$ cat src/rtl/button_pkg.sv
// rtl/button_pkg.sv - shared FSM encoding, button indices and owner arbitration for button_strobe_gen
package button_pkg;

  typedef enum logic [1:0] {
    ST_IDLE     = 2'd0,
    ST_EMIT     = 2'd1,
    ST_HOLD     = 2'd2,
    ST_WAIT_REL = 2'd3
  } state_t;

  localparam int NUM_BTN   = 3;
  localparam int BTN_FUNCT = 0;
  localparam int BTN_AUM   = 1;
  localparam int BTN_DIS   = 2;

  // One-hot owner pick; function select wins, then increase, then decrease.
  function automatic logic [NUM_BTN-1:0] pick_owner(input logic [NUM_BTN-1:0] lvl);
    logic [NUM_BTN-1:0] oh;
    oh = '0;
    if (lvl[BTN_FUNCT]) begin
      oh[BTN_FUNCT] = 1'b1;
    end else if (lvl[BTN_AUM]) begin
      oh[BTN_AUM] = 1'b1;
    end else if (lvl[BTN_DIS]) begin
      oh[BTN_DIS] = 1'b1;
    end
    return oh;
  endfunction

endpackage

$ cat src/rtl/debounce_sync.sv
// rtl/debounce_sync.sv - 2-flop synchronizer followed by a consecutive-cycle debouncer
module debounce_sync #(
  parameter int DEBOUNCE_CYCLES = 500000
) (
  input  logic clk,
  input  logic reset,
  input  logic raw,
  output logic level
);

  localparam int CNT_W = $clog2(DEBOUNCE_CYCLES) + 1;
  localparam logic [CNT_W-1:0] CNT_LAST = CNT_W'(DEBOUNCE_CYCLES - 1);

  logic             sync_q1;
  logic             sync_q2;
  logic [CNT_W-1:0] cnt;

  always_ff @(posedge clk or negedge reset) begin
    if (!reset) begin
      sync_q1 <= 1'b0;
      sync_q2 <= 1'b0;
    end else begin
      sync_q1 <= raw;
      sync_q2 <= sync_q1;
    end
  end

  // cnt tracks how many consecutive cycles the synchronized input has disagreed with level.
  always_ff @(posedge clk or negedge reset) begin
    if (!reset) begin
      level <= 1'b0;
      cnt   <= '0;
    end else if (sync_q2 == level) begin
      cnt <= '0;
    end else if (cnt >= CNT_LAST) begin
      level <= sync_q2;
      cnt   <= '0;
    end else begin
      cnt <= cnt + CNT_W'(1);
    end
  end

endmodule

$ cat src/rtl/button_strobe_gen.sv
// rtl/button_strobe_gen.sv - debounced three-button command strobe generator with auto-repeat
module button_strobe_gen
  import button_pkg::*;
#(
  parameter int DEBOUNCE_CYCLES = 500000,
  parameter int REPEAT_DELAY    = 25000000,
  parameter int REPEAT_RATE     = 10000000
) (
  input  logic clk,
  input  logic reset,
  input  logic enable,
  input  logic btn_aumentar,
  input  logic btn_disminuir,
  input  logic btn_funct,
  output logic aumentar,
  output logic disminuir,
  output logic funct_select,
  output logic chip_select
);

  localparam int RPT_MAX = (REPEAT_DELAY > REPEAT_RATE) ? REPEAT_DELAY : REPEAT_RATE;
  localparam int RPT_W   = $clog2(RPT_MAX) + 1;
  // HOLD is entered one edge after EMIT with the counter at zero, hence the -2.
  localparam logic [RPT_W-1:0] DELAY_HIT = RPT_W'(REPEAT_DELAY - 2);
  localparam logic [RPT_W-1:0] RATE_HIT  = RPT_W'(REPEAT_RATE - 2);
  localparam logic [RPT_W-1:0] RPT_SAT   = '1;

  logic [NUM_BTN-1:0] raw_btn;
  logic [NUM_BTN-1:0] lvl;

  assign raw_btn[BTN_FUNCT] = btn_funct;
  assign raw_btn[BTN_AUM]   = btn_aumentar;
  assign raw_btn[BTN_DIS]   = btn_disminuir;

  for (genvar i = 0; i < NUM_BTN; i++) begin : g_btn
    debounce_sync #(
      .DEBOUNCE_CYCLES(DEBOUNCE_CYCLES)
    ) u_db (
      .clk  (clk),
      .reset(reset),
      .raw  (raw_btn[i]),
      .level(lvl[i])
    );
  end

  state_t             state;
  state_t             state_nxt;
  logic [NUM_BTN-1:0] owner;
  logic [NUM_BTN-1:0] owner_nxt;
  logic               first_rpt;
  logic [RPT_W-1:0]   rpt_cnt;
  logic               rpt_hit;
  logic               owner_rpts;

  assign owner_rpts = owner[BTN_AUM] | owner[BTN_DIS];
  assign rpt_hit    = first_rpt ? (rpt_cnt >= DELAY_HIT) : (rpt_cnt >= RATE_HIT);

  always_ff @(posedge clk or negedge reset) begin
    if (!reset) begin
      state <= ST_IDLE;
    end else begin
      state <= state_nxt;
    end
  end

  always_comb begin
    state_nxt    = state;
    owner_nxt    = owner;
    chip_select  = 1'b0;
    aumentar     = 1'b0;
    disminuir    = 1'b0;
    funct_select = 1'b0;
    case (state)
      ST_IDLE: begin
        if (!enable) begin
          state_nxt = ST_WAIT_REL;
        end else if (|lvl) begin
          state_nxt = ST_EMIT;
          owner_nxt = pick_owner(lvl);
        end
      end
      ST_EMIT: begin
        chip_select  = 1'b1;
        aumentar     = owner[BTN_AUM];
        disminuir    = owner[BTN_DIS];
        funct_select = owner[BTN_FUNCT];
        state_nxt    = enable ? ST_HOLD : ST_WAIT_REL;
      end
      ST_HOLD: begin
        if (!enable || !(|(lvl & owner))) begin
          state_nxt = ST_WAIT_REL;
        end else if (owner_rpts && rpt_hit) begin
          state_nxt = ST_EMIT;
        end
      end
      ST_WAIT_REL: begin
        if (enable && !(|lvl)) begin
          state_nxt = ST_IDLE;
        end
      end
      default: state_nxt = ST_IDLE;
    endcase
  end

  always_ff @(posedge clk or negedge reset) begin
    if (!reset) begin
      owner     <= '0;
      first_rpt <= 1'b0;
      rpt_cnt   <= '0;
    end else begin
      owner <= owner_nxt;
      if (state == ST_IDLE) begin
        first_rpt <= 1'b1;
      end else if (state == ST_HOLD && state_nxt == ST_EMIT) begin
        first_rpt <= 1'b0;
      end
      if (state == ST_EMIT) begin
        rpt_cnt <= '0;
      end else if (state == ST_HOLD && rpt_cnt != RPT_SAT) begin
        rpt_cnt <= rpt_cnt + RPT_W'(1);
      end
    end
  end

endmodule

$ cat config.mk
export PLATFORM = sky130hd
export DESIGN_NAME = button_strobe_gen
export DESIGN_NICKNAME = d
export VERILOG_FILES = /design/src/rtl/button_pkg.sv /design/src/rtl/debounce_sync.sv /design/src/rtl/button_strobe_gen.sv
export SDC_FILE = /design/constraint.sdc
export NUM_CORES = 1
export LEC_CHECK = 0
export BUFFER_PORTS_ARGS = -buffer_cell sky130_fd_sc_hd__buf_2
export CAP_MARGIN = 20
export CORE_UTILIZATION = 63
export DETAILED_ROUTE_END_ITERATION = 7
export GPL_TIMING_DRIVEN = 0
export PLACE_DENSITY = 0.91
export SLEW_MARGIN = 20
export SYNTH_ARGS = -nofsm -noshare
export SYNTH_HDL_FRONTEND = slang
export SYNTH_HIERARCHICAL = 1
export SYNTH_SLANG_ARGS = --single-unit
$ cat constraint.sdc
create_clock -name clk -period 3.1 [get_ports clk]
set_input_delay 0.31 -clock clk [delete_from_list [all_inputs] [get_ports clk]]
set_output_delay 0.31 -clock clk [all_outputs]
set_load 0.01 [all_outputs]
==> results.tsv, run 1 <==
stage	metric	value	unit
run_status	status	complete, no violations	
layout	share of cells above drive strength 1	14.9	%
yosys	Synth Warn #	6	
yosys	Post-synth EDFFs	0	
sta	RSZ-0062 raised after global routing	false	
yosys	post-synthesis sequential area ratio	45.5	%
detailed_routing	routed wl met3	562	µm
cts	CTS tree	built	
power	switching pwr	744	µW
detailed_routing	Iteration-0 DRC Markers	208	
hold_path	Hold Startpoint	btn_aumentar	
placed_design	Place WS	0.564	ns
global_routing	total grt overflow	0	
floorplanning	die extent in y	95.9	µm
layout	Final nets	635	
layout	fill count	598	
cts	total CTS buffers	9	
critical_path	CP startpoint kind	register	
sta	max-slew violation count	0	
layout	Antenna Cells	0	
yosys	XOR/XNOR Fraction of Synth Area	7.41	%
yosys	largest area contributor in the netlist	dfrtp_1	
sta	worst setup margin	0.513	ns
global_routing	vias in the first global route	4099	
floorplanning	die extent in x	95.9	µm
floorplanning	total die area	9200	µm²
floorplanning	Row Count	33	
yosys	Adder-Cell Fraction of Synth Area	1.13	%
job	MaxCap Viol Count	0	
power	cell-internal power	1950	µW
yosys	count of cell types in the netlist	58	
sta	final worst-path cycle share	83.5	%
detailed_routing	top routing layer used	met4	
power	combinational share of power	10.8	%
critical_path	crit path launch	rpt_cnt[1]	
power	Tot Pwr	2690	µW
yosys	Synth Instances	602	
yosys	Most used DFF post-synth	dfrtp_1	
hold_path	Hold Crit Class	input port to register	
sta	setup TNS	0	ns
placed_design	gpl congestion	0.895	
sta	final hold violations	0	
sta	headroom to the max-slew limit	66.5	%
critical_path	CP required	3.40	ns
global_routing	antenna violations before repair	0	
detailed_routing	Via density	6.19	
yosys	Synthesized Nets	613	
detailed_routing	WL per Instance	15.3	µm
yosys	cell area after synthesis	5560	µm²
yosys	synthesized flop and latch total	101	
detailed_routing	DRC viols	0	
yosys	top cells by area, synth	dfrtp_1, nor2_1, xnor2_1	
sta	final setup violation count	0	
cts	Clock Pin Slew Worst Setup and Hold Paths	0.11	ns
detailed_routing	WL met2	5640	µm
cts	# clock sinks	101	
global_routing	largest net degree at the start of global routing	79	
sta	Tmin final	2.59	ns
power	Leakage	0.00237	µW
power	VDD IR max	0.311	mV
yosys	Compound-Gate Fraction of Synth Area	10.5	%
yosys	Synth Area per Inst	9.23	µm²
yosys	largest family of logic cells by synthesized area	simple AND/OR/NAND/NOR gates	
power	Power Dens Cells	448	nW/µm²
global_routing	global-route wire length before repair	18900	µm
cts	worst-skew pair later-pin latency	0.38	ns
critical_path	WP data arrival	2.89	ns
detailed_routing	1st-pass router iterations	8	
yosys	Synth Area in Simple Gates	28.7	%
critical_path	WS Path Type	register to register	
cts	clk root buf	clkbuf_8	
sta	Hold Slack	0.0212	ns
critical_path	Max FO, Critical Path	10	
layout	synth-to-layout area growth	8.28	%
sta	clk_skew	0.00892	ns
floorplanning	io pins	10	
detailed_routing	met1 wire length	4850	µm
detailed_routing	Routed WL	11200	µm
power	Flop pwr share	52.8	%
detailed_routing	vias	4545	
global_routing	Global Route Usage Sum	26.4	%
power	sw frac	27.6	%
floorplanning	Starting Density	66.3	%
yosys	async set or reset register ratio after synthesis	100	%
sta	fmax	387	MHz
detailed_routing	Final ANT Viol Nets	0	
power	power share of the clock group	36.4	%
yosys	share of the synthesized area in the top cell type	45.5	%
sta	Worst-Margin Slew	0.502	ns
cts	Longest Clk Path Bufs	2	
critical_path	Crit. End Element	register	
placed_design	hpwl dp	7850	µm
yosys	mux contribution to synthesized area	1.51	%
floorplanning	Core Area	8380	µm²
placed_design	Buffers on Ports	9	
critical_path	R2R Path Start	rpt_cnt[1]	
cts	H-tree depth	3	
-- area by class of cell --
type	instances	area, µm²	area share, %
plain buffers	31	214	3.56
clock buffers	9	124	2.06
clock inverters	7	116	1.93
inverters	17	63.8	1.06
multi-input cells	453	2750	45.7
flip-flops and latches	101	2530	42.0
well taps	105	131	2.18
repair buffers	11	88.8	1.48
-- synth_stat cells, types with 5 or more instances --
cell,instances
ha_1,5
dfrtp_1,101
nor3_1,19
nor4_1,16
nand4_1,28
a21oi_1,29
mux2i_1,5
xnor2_1,27
and2_1,7
buf_4,17
nand3_1,47
o21ai_0,23
or2_2,5
or4_1,5
a21oi_2,8
or4_4,6
xor2_1,20
nor2_1,70
nand2_1,49
o31ai_1,8
inv_1,17
clkbuf_2,7
or3_1,14
-- layer usage --
layer  vias to the layer above  global-route usage, %
li1                       2196                      -
met1                      2205                   34.7
met2                       126                   44.6
met3                        18                   4.03
met4                         0                   9.20
met5                         -                      0
-- critical path, stage by stage (launching register included) --
cell and delay [ns]:
dfrtp_1 0.46, ha_1 0.27, inv_1 0.11, nor4_1 0.28, or4b_4 0.49, buf_6 0.16
nand2_1 0.25, buf_4 0.24, nand2_1 0.07, a31oi_1 0.19
-- worst paths after layout --
check                                        endpoint  slack, ns  cells after the start
worst max-delay path                       rpt_cnt[8]       0.51                      9
worst min-delay path            g_btn[1].u_db/sync_q1       0.02                      1
worst max register to register             rpt_cnt[8]       0.51                      9
worst min register to register  g_btn[2].u_db/sync_q2       0.36                      0
max in group asynchronous       g_btn[2].u_db/cnt[14]       2.14                      3
min in group asynchronous        g_btn[2].u_db/cnt[9]       0.34                      2
-- cell usage in the layout (no fill, tap or decap), drive strengths merged, types with 26 or more instances in the layout --
master and instances:
dfrtp 101, nor2 70, nand2 53, nand3 50
a21oi 37, buf 32, nand4 28, xnor2 27
o21ai 26
-- stage by stage --
step / utilization [%] / instances / instance area [µm²]
after floorplan: - / 602 / 5560
after global placement: 68.4 / 716 / 5730
after detailed placement: 68.8 / 717 / 5770
after CTS: 71.8 / 734 / 6020
after global routing: 71.8 / 734 / 6020
final: 71.8 / 734 / 6020
-- sequential cells by signal (all words and copies together) (netlist names) --
register / flops
g_btn.u_db/cnt: 60
rpt_cnt: 26
g_btn.u_db/level: 3
g_btn.u_db/sync_q1: 3
g_btn.u_db/sync_q2: 3
owner: 3
state: 2
first_rpt: 1
-- power by group through the flow --
stage / Clock, µW / Sequential, µW / Combinational, µW
after floorplan: 0 / 1430 / 201
after global placement: 0 / 1450 / 278
after detailed placement: 0 / 1450 / 291
after CTS: 998 / 1420 / 293
after global routing: 1040 / 1430 / 328
final: 981 / 1420 / 291
-- cells by family (layout without fill, tap and decap cells) --
family / count (synthesis) / count (layout)
xor gates and xnor gates: 47 / 47
AOI/OAI and AO/OA: 93 / 93
and+or+nand+nor: 297 / 297
DFF: 101 / 101
muxes: 8 / 8
other: 3 / 3
adders and majority gates: 5 / 5
buffers and inverters: 48 / 75
-- what timing repair did --
item	4_1_cts	5_1_grt
resized for setup	0	0
endpoints found under the hold margin	23	0
hold buffers	1	0
buffers inserted	0	0
setup endpoints to repair	0	0
No activity file was read; power rests on OpenSTA's default activity.
==> run 2: changes to the inputs <==
--- a/config.mk
+++ b/config.mk
@@ -5,12 +5,13 @@
 export SDC_FILE = /design/constraint.sdc
 export NUM_CORES = 1
 export LEC_CHECK = 0
+export ABC_AREA = 1
 export BUFFER_PORTS_ARGS = -buffer_cell sky130_fd_sc_hd__buf_2
 export CAP_MARGIN = 20
-export CORE_UTILIZATION = 63
+export CORE_UTILIZATION = 57
 export DETAILED_ROUTE_END_ITERATION = 7
 export GPL_TIMING_DRIVEN = 0
-export PLACE_DENSITY = 0.91
+export PLACE_DENSITY = 0.87
 export SLEW_MARGIN = 20
 export SYNTH_ARGS = -nofsm -noshare
 export SYNTH_HDL_FRONTEND = slang
==> constraint.sdc (replaced) <==
create_clock -name clk -period 2.2 [get_ports clk]
set_input_delay 0.22 -clock clk [delete_from_list [all_inputs] [get_ports clk]]
set_output_delay 0.22 -clock clk [all_outputs]
set_load 0.01 [all_outputs]
==> run 2 against run 1 <==
Compared with the run above:
- via count is 13% higher
- sequential cell count is the same
- sequential share of layout area decreased by 4.1 points
- largest cell class unchanged
==> results.tsv, run 2 <==
stage	metric	value	unit	change
placed_design	dpl cell area	6430	µm²	+11%
cts	# clock sinks	101		unchanged
yosys	count leader, synth	nand2_1		
yosys	Adder-Cell Fraction of Synth Area	1.01	%	-0.11 points
power	Flop pwr share	50.4	%	-2.4 points
yosys	Synthesized Nets	837		+37%
yosys	Most used DFF post-synth	dfrtp_1		
layout	Final nets	862		+36%
critical_path	most used cell, CP	inv_1		
power	cell-internal power	2660	µW	+36%
sta	final worst-path cycle share	92.9	%	
hold_path	Hold Startpoint	enable		
layout	Top reg by flops	g_btn.u_db/cnt		
detailed_routing	WL per Instance	12.3	µm	-20%
detailed_routing	DRC viols	0		unchanged
yosys	cell area after synthesis	6180	µm²	+11%
detailed_routing	Via density	5.18		-16%
sta	final hold violations	0		unchanged
placed_design	gpl congestion	0.980		+9.4%
layout	FF+latch area	2530	µm²	unchanged
cts	H-tree depth	3		unchanged
yosys	share of the synthesized area in the top cell type	40.9	%	-4.6 points
power	Power Dens Cells	607	nW/µm²	+35%
yosys	Compound-Gate Fraction of Synth Area	7.23	%	-3.3 points
layout	post-route cell area	6670	µm²	+11%
critical_path	WP buf/inv	4		+1
power	VDD IR max	0.669	mV	+120%
critical_path	Cell Chain, Critical Path	inv_1 -> nor2_4 -> inv_1 -> clkbuf_2 -> nor2_1 -> buf_2		
floorplanning	die extent in y	106	µm	+11%
floorplanning	Starting Density	59.4	%	-7.0 points
detailed_routing	Routed WL	12200	µm	+8.5%
critical_path	CP required	1.98	ns	-1.42 ns
critical_path	crit path launch	state[0]		
yosys	largest family of logic cells by synthesized area	simple AND/OR/NAND/NOR gates		
hold_path	Hold Crit Class	input port to register		
sta	Tmin final	2.04	ns	
critical_path	Crit. End Element	output pin		
layout	fill count	883		+48%
layout	most frequent cells in the layout	nand2_1, nor2_1, dfrtp_1		
global_routing	Global Route Usage Sum	23.5	%	-3.0 points
layout	commonest non-fill, non-tap cell in the layout	nand2_1		
detailed_routing	1st-pass router iterations	5		-3
detailed_routing	Final ANT Viol Nets	0		unchanged
floorplanning	io pins	10		unchanged
layout	multi-input logic area	3240	µm²	+18%
yosys	top cells by area, synth	dfrtp_1, nand2_1, nor2_1		
critical_path	CP delay by family, top	buffers and inverters		
detailed_routing	vias	5137		+13%
sta	worst setup margin	0.157	ns	-0.356 ns
critical_path	slowest stage delay, CP	0.38	ns	-0.11 ns
cts	worst-skew pair later-pin latency	0.39	ns	about the same
critical_path	WP data arrival	1.82	ns	-1.07 ns
yosys	async set or reset register ratio after synthesis	100	%	unchanged
sta	fmax	489	MHz	
yosys	count of cell types in the netlist	44		-24%
yosys	synth cell count leaders	nand2_1, nor2_1, dfrtp_1		
sta	RSZ-0062 raised after global routing	false		
cts	CTS tree	built		
power	switching pwr	1390	µW	+86%
layout	synth-to-layout area growth	7.89	%	
floorplanning	Row Count	37		+12%
run_status	status	complete, no violations		
critical_path	R2R Path Start	rpt_cnt[0]		
critical_path	slowest stage cell, crit path	dfrtp_1		
power	combinational share of power	21.0	%	+10 points
detailed_routing	Iteration-0 DRC Markers	270		+30%
critical_path	CP startpoint kind	register		
global_routing	largest net degree at the start of global routing	57		-28%
yosys	mux contribution to synthesized area	0	%	-1.5 points
floorplanning	Core Area	10400	µm²	+24%
placed_design	hpwl dp	9030	µm	+15%
power	power share of the clock group	28.6	%	-7.8 points
cts	Clock Pin Slew Worst Setup and Hold Paths	0.10	ns	about the same
power	Leakage	0.00290	µW	+22%
yosys	largest area contributor in the netlist	dfrtp_1		
placed_design	Place WS	0.0928	ns	-0.471 ns
job	MaxCap Viol Count	0		unchanged
yosys	Synth Warn #	6		unchanged
cts	total CTS buffers	9		unchanged
global_routing	total grt overflow	0		unchanged
floorplanning	total die area	11300	µm²	+22%
sta	final setup violation count	0		unchanged
critical_path	WS Path Type	register to output pin		
yosys	synthesized flop and latch total	101		unchanged
sta	max-slew violation count	0		unchanged
global_routing	vias in the first global route	4707		+15%
cts	Longest Clk Path Bufs	2		unchanged
placed_design	Buffers on Ports	9		unchanged
yosys	Post-synth EDFFs	0		unchanged
global_routing	antenna violations before repair	0		unchanged
global_routing	global-route wire length before repair	21000	µm	+11%
layout	Largest register FFs	60		unchanged
power	sw frac	34.3	%	+6.7 points
critical_path	Max FO, Critical Path	10		unchanged
yosys	Synth Area in Simple Gates	37.9	%	+9.2 points
yosys	post-synthesis sequential area ratio	40.9	%	-4.6 points
floorplanning	die extent in x	106	µm	+11%
yosys	Synth Instances	826		+37%
sta	clk_skew	0.00877	ns	-0.000156 ns
layout	share of cells above drive strength 1	14.7	%	-0.22 points
layout	biggest regs	g_btn.u_db/cnt x60, rpt_cnt x26		
cts	clk root buf	clkbuf_8		
layout	Antenna Cells	0		unchanged
yosys	Synth Area per Inst	7.48	µm²	-19%
yosys	XOR/XNOR Fraction of Synth Area	5.95	%	-1.5 points
## run 2: cell types whose count changed in the layout (fill, tap and decap cells not counted), sizes merged, moves of 14 or more
cell,previous run,this run
nand2,53,233
inv,20,96
nor2,70,183
a21oi,37,10
buf,32,18
or3,15,0
## run 2: final timing paths
path / to / slack [ns] / cells past startpoint
max: aumentar / 0.16 / 6
min reg2reg: g_btn[0].u_db/sync_q2 / 0.35 / 0
max reg2reg: rpt_cnt[0] / 0.31 / 11
min in group asynchronous: rpt_cnt[12] / 0.30 / 2
min: state[1] / 0.23 / 4
max in group asynchronous: g_btn[1].u_db/cnt[16] / 1.29 / 3
## run 2: power by group through the flow
stage,clock network [µW],logic [µW],registers (µW)
final,1160,851,2040
after global routing,1260,944,2060
after CTS,1200,850,2040
after detailed placement,0,827,2070
after global placement,0,816,2070
after floorplan,0,590,2060
## run 2: per-layer routing
metal	up-vias	track usage [%]	wire length (µm)
met5	-	0	0
met4	0	6.55	182
met3	14	5.58	677
met2	125	37.7	5600
met1	2345	31.7	5700
li1	2653	-	-
## run 2: kinds of logic after synthesis
logic type                 after synthesis
AOI/OAI and AO/OA                       61
xor gates and xnor gates                42
adders and majority gates                5
buffers and inverters                  100
DFF                                    101
other                                    3
and+or+nand+nor                        514
## run 2: area by class of cell
type | instances | share of cell area (%)
sequential | 101 | 37.9
buffer | 9 | 1.22
clock buffer | 10 | 1.91
multi-input combinational | 625 | 48.6
tap | 136 | 2.55
timing repair buffer | 14 | 1.78
inverter | 91 | 5.12
clock inverter | 6 | 0.938
## run 2: worst min-delay path, stage by stage
cell,delay [ns]
buf_2,0.12
o31ai_1,0.09
o21ai_0,0.09
nand2_1,0.06
## run 2: what timing repair did
item / 4_1_cts / 5_1_grt
setup buffers: 0 / 0
endpoints found under the hold margin: 48 / 0
hold buffers: 4 / 0
gates resized for setup: 3 / 0
setup endpoints to repair: 3 / 0
## run 2: stage by stage
step | util [%] | total power, µW | std cells | hold slack [ns] | setup TNS [ns]
after floorplan | - | 2650 | 826 | -0.0756 | 0
after global placement | 61.4 | 2890 | 971 | 0.329 | -10.57
after detailed placement | 61.7 | 2900 | 972 | 0.168 | 0
after CTS | 64.0 | 4090 | 992 | 0.217 | 0
after global routing | 64.0 | 4260 | 992 | 0.252 | 0
final | 64.0 | 4050 | 992 | 0.226 | 0
==> run 3: changes to the inputs <==
--- a/config.mk
+++ b/config.mk
@@ -8,10 +8,12 @@
 export ABC_AREA = 1
 export BUFFER_PORTS_ARGS = -buffer_cell sky130_fd_sc_hd__buf_2
 export CAP_MARGIN = 20
-export CORE_UTILIZATION = 57
+export CELL_PAD_IN_SITES_DETAIL_PLACEMENT = 0
+export CELL_PAD_IN_SITES_GLOBAL_PLACEMENT = 1
+export CORE_UTILIZATION = 47
 export DETAILED_ROUTE_END_ITERATION = 7
 export GPL_TIMING_DRIVEN = 0
-export PLACE_DENSITY = 0.87
+export PLACE_DENSITY = 0.91
 export SLEW_MARGIN = 20
 export SYNTH_ARGS = -nofsm -noshare
 export SYNTH_HDL_FRONTEND = slang
==> constraint.sdc (replaced) <==
create_clock -name clk -period 2.13 [get_ports clk]
set_input_delay 0.213 -clock clk [delete_from_list [all_inputs] [get_ports clk]]
set_output_delay 0.213 -clock clk [all_outputs]
set_load 0.01 [all_outputs]
==> run 3 against run 2 <==
Compared with the run above:
- via count down 1.6%
- sequential power increased by 3%
- first-iteration DRC count rose by 16%
- largest cell class unchanged
- hold slack better by 0.0027 ns
- core utilization decreased by 10 points
- largest power group unchanged
==> results.tsv, run 3 (synthesis results as in run 2) <==
stage	metric	value	unit	change
floorplanning	io pins	10		unchanged
global_routing	global-route wire length before repair	22600	µm	+7.9%
global_routing	largest net degree at the start of global routing	53		-7.0%
critical_path	FF-to-FF path depth	11		unchanged
critical_path	crit path launch	state[1]		
layout	Final nets	862		unchanged
floorplanning	Row Count	41		+11%
detailed_routing	DRC viols	0		unchanged
global_routing	Global Route Usage Sum	21.7	%	-1.7 points
cts	post-CTS setup buffers	0		unchanged
cts	total CTS buffers	9		unchanged
sta	setup TNS	0	ns	unchanged
layout	synth-to-layout area growth	10.4	%	
sta	Tmin final	1.98	ns	
cts	clk root buf	clkbuf_16		
power	Power Dens Cells	689	nW/µm²	+14%
layout	Antenna Cells	0		unchanged
placed_design	hpwl dp	9830	µm	+8.9%
hold_path	Hold Crit Class	input port to register		
sta	worst setup margin	0.148	ns	-0.00885 ns
layout	fill count	1263		+43%
floorplanning	total die area	13600	µm²	+21%
layout	biggest regs	g_btn.u_db/cnt x60, rpt_cnt x26		
cts	CTS tree	built		
placed_design	gpl congestion	0.908		-7.4%
power	Leakage	0.00295	µW	+1.8%
sta	max-slew violation count	0		unchanged
placed_design	Place WS	0.137	ns	+0.0439 ns
critical_path	R2R setup slack	0.19	ns	-0.12 ns
floorplanning	die extent in y	117	µm	+9.9%
sta	final worst-path cycle share	93.0	%	
cts	worst-skew pair later-pin latency	0.37	ns	-0.02 ns
placed_design	Buffers on Ports	9		unchanged
critical_path	WP data arrival	1.77	ns	-0.05 ns
detailed_routing	WL per Instance	12.9	µm	+4.9%
cts	H-tree depth	3		unchanged
run_status	status	complete, no violations		
job	MaxCap Viol Count	0		unchanged
critical_path	RR Endpoint	rpt_cnt[0]		
layout	share of cells above drive strength 1	14.7	%	unchanged
global_routing	antenna violations before repair	0		unchanged
detailed_routing	vias	5054		-1.6%
sta	final setup violation count	0		unchanged
floorplanning	die extent in x	117	µm	+9.9%
cts	# clock sinks	101		unchanged
layout	Top reg by flops	g_btn.u_db/cnt		
critical_path	R2R Path Start	rpt_cnt[0]		
cts	Longest Clk Path Bufs	2		unchanged
critical_path	Max FO, Critical Path	10		unchanged
sta	final hold violations	0		unchanged
detailed_routing	1st-pass router iterations	5		unchanged
critical_path	WS Path Type	register to output pin		
power	VDD IR max	0.533	mV	-20%
detailed_routing	Final ANT Viol Nets	0		unchanged
critical_path	worst setup path end	aumentar		
detailed_routing	Iteration-0 DRC Markers	313		+16%
layout	most frequent cells in the layout	nand2_1, nor2_1, dfrtp_1		
detailed_routing	Via density	4.92		-5.1%
floorplanning	Starting Density	48.6	%	-11 points
cts	Clock Pin Slew Worst Setup and Hold Paths	0.07	ns	-0.03 ns
critical_path	CP startpoint kind	register		
global_routing	vias in the first global route	4752		+0.96%
sta	RSZ-0062 raised after global routing	false		
critical_path	Crit. End Element	output pin		
sta	fmax	505	MHz	
floorplanning	Core Area	12700	µm²	+22%
layout	Largest register FFs	60		unchanged
critical_path	CP required	1.92	ns	-0.06 ns
detailed_routing	Routed WL	13200	µm	+8.7%
global_routing	total grt overflow	0		unchanged
layout	commonest non-fill, non-tap cell in the layout	nand2_1		
sta	clk_skew	0.0145	ns	+0.00571 ns
-- run 3: cell types whose count changed in the layout (fill, tap and decap cells not counted) --
| cell | delta |
|---|---|
| clkbuf_8 | -9 |
| clkinv_8 | -1 |
| clkbuf_16 | +9 |
| inv_6 | -2 |
| bufinv_16 | +1 |
| clkinv_2 | +2 |
-- run 3: what timing repair did --
item | CTS | global route
hold buffers | 4 | 0
endpoints found under the hold margin | 52 | 0
gates resized for setup | 2 | 2
setup endpoints to repair | 3 | 3
-- run 3: layer usage --
metal	up-vias	wire (µm)	share of wire (%)	global-route usage (%)
li1	2646	-	-	-
met1	2316	6420	49	29.8
met2	76	6080	46	34.1
met3	16	502	3.8	4.57
met4	0	218	1.6	7.76
met5	-	0	0	0
-- run 3: final cells by class --
| type | instances | area [µm²] | area share (%) |
|---|---|---|---|
| multi-input cells | 625 | 3240 | 47.5 |
| flip-flops and latches | 101 | 2530 | 37.0 |
| inverters | 91 | 342 | 5.01 |
| clock buffers | 10 | 229 | 3.36 |
| well taps | 172 | 215 | 3.15 |
| repair buffers | 14 | 119 | 1.74 |
| plain buffers | 9 | 81.3 | 1.19 |
| clock inverters | 6 | 68.8 | 1.01 |
-- run 3: through the flow --
step	util, %	total power (µW)	hold WS (ns)	cells	instance area [µm²]
final	53.6	4700	0.228	1028	6820
after global routing	53.6	4950	0.270	1028	6820
after CTS	53.6	4770	0.216	1028	6820
after detailed placement	50.9	3020	0.180	1008	6480
after global placement	50.6	3010	0.321	1007	6440
after floorplan	-	2730	-0.0826	826	6180
-- run 3: critical path, cell delays in order (launching register included) --
cell	delay [ns]
dfrtp_1	0.44
nor2_4	0.24
inv_1	0.13
clkbuf_2	0.25
nor2_1	0.19
buf_2	0.16
-- run 3: worst min path at each step --
| stage | from | slack [ns] | cells after the start | to |
|---|---|---|---|---|
| floorplan | reset | -0.08 | 0 | first_rpt |
| global placement | btn_aumentar | 0.32 | 1 | g_btn[1].u_db/sync_q1 |
| detailed placement | reset | 0.18 | 1 | rpt_cnt[12] |
| CTS | enable | 0.22 | 4 | state[1] |
| global route | enable | 0.27 | 4 | state[1] |
| finish | enable | 0.23 | 4 | state[1] |
-- run 3: report_power, final --
group | internal (µW) | switching [µW]
Clock | 925 | 781
Sequential | 2020 | 96.9
Combinational | 269 | 611
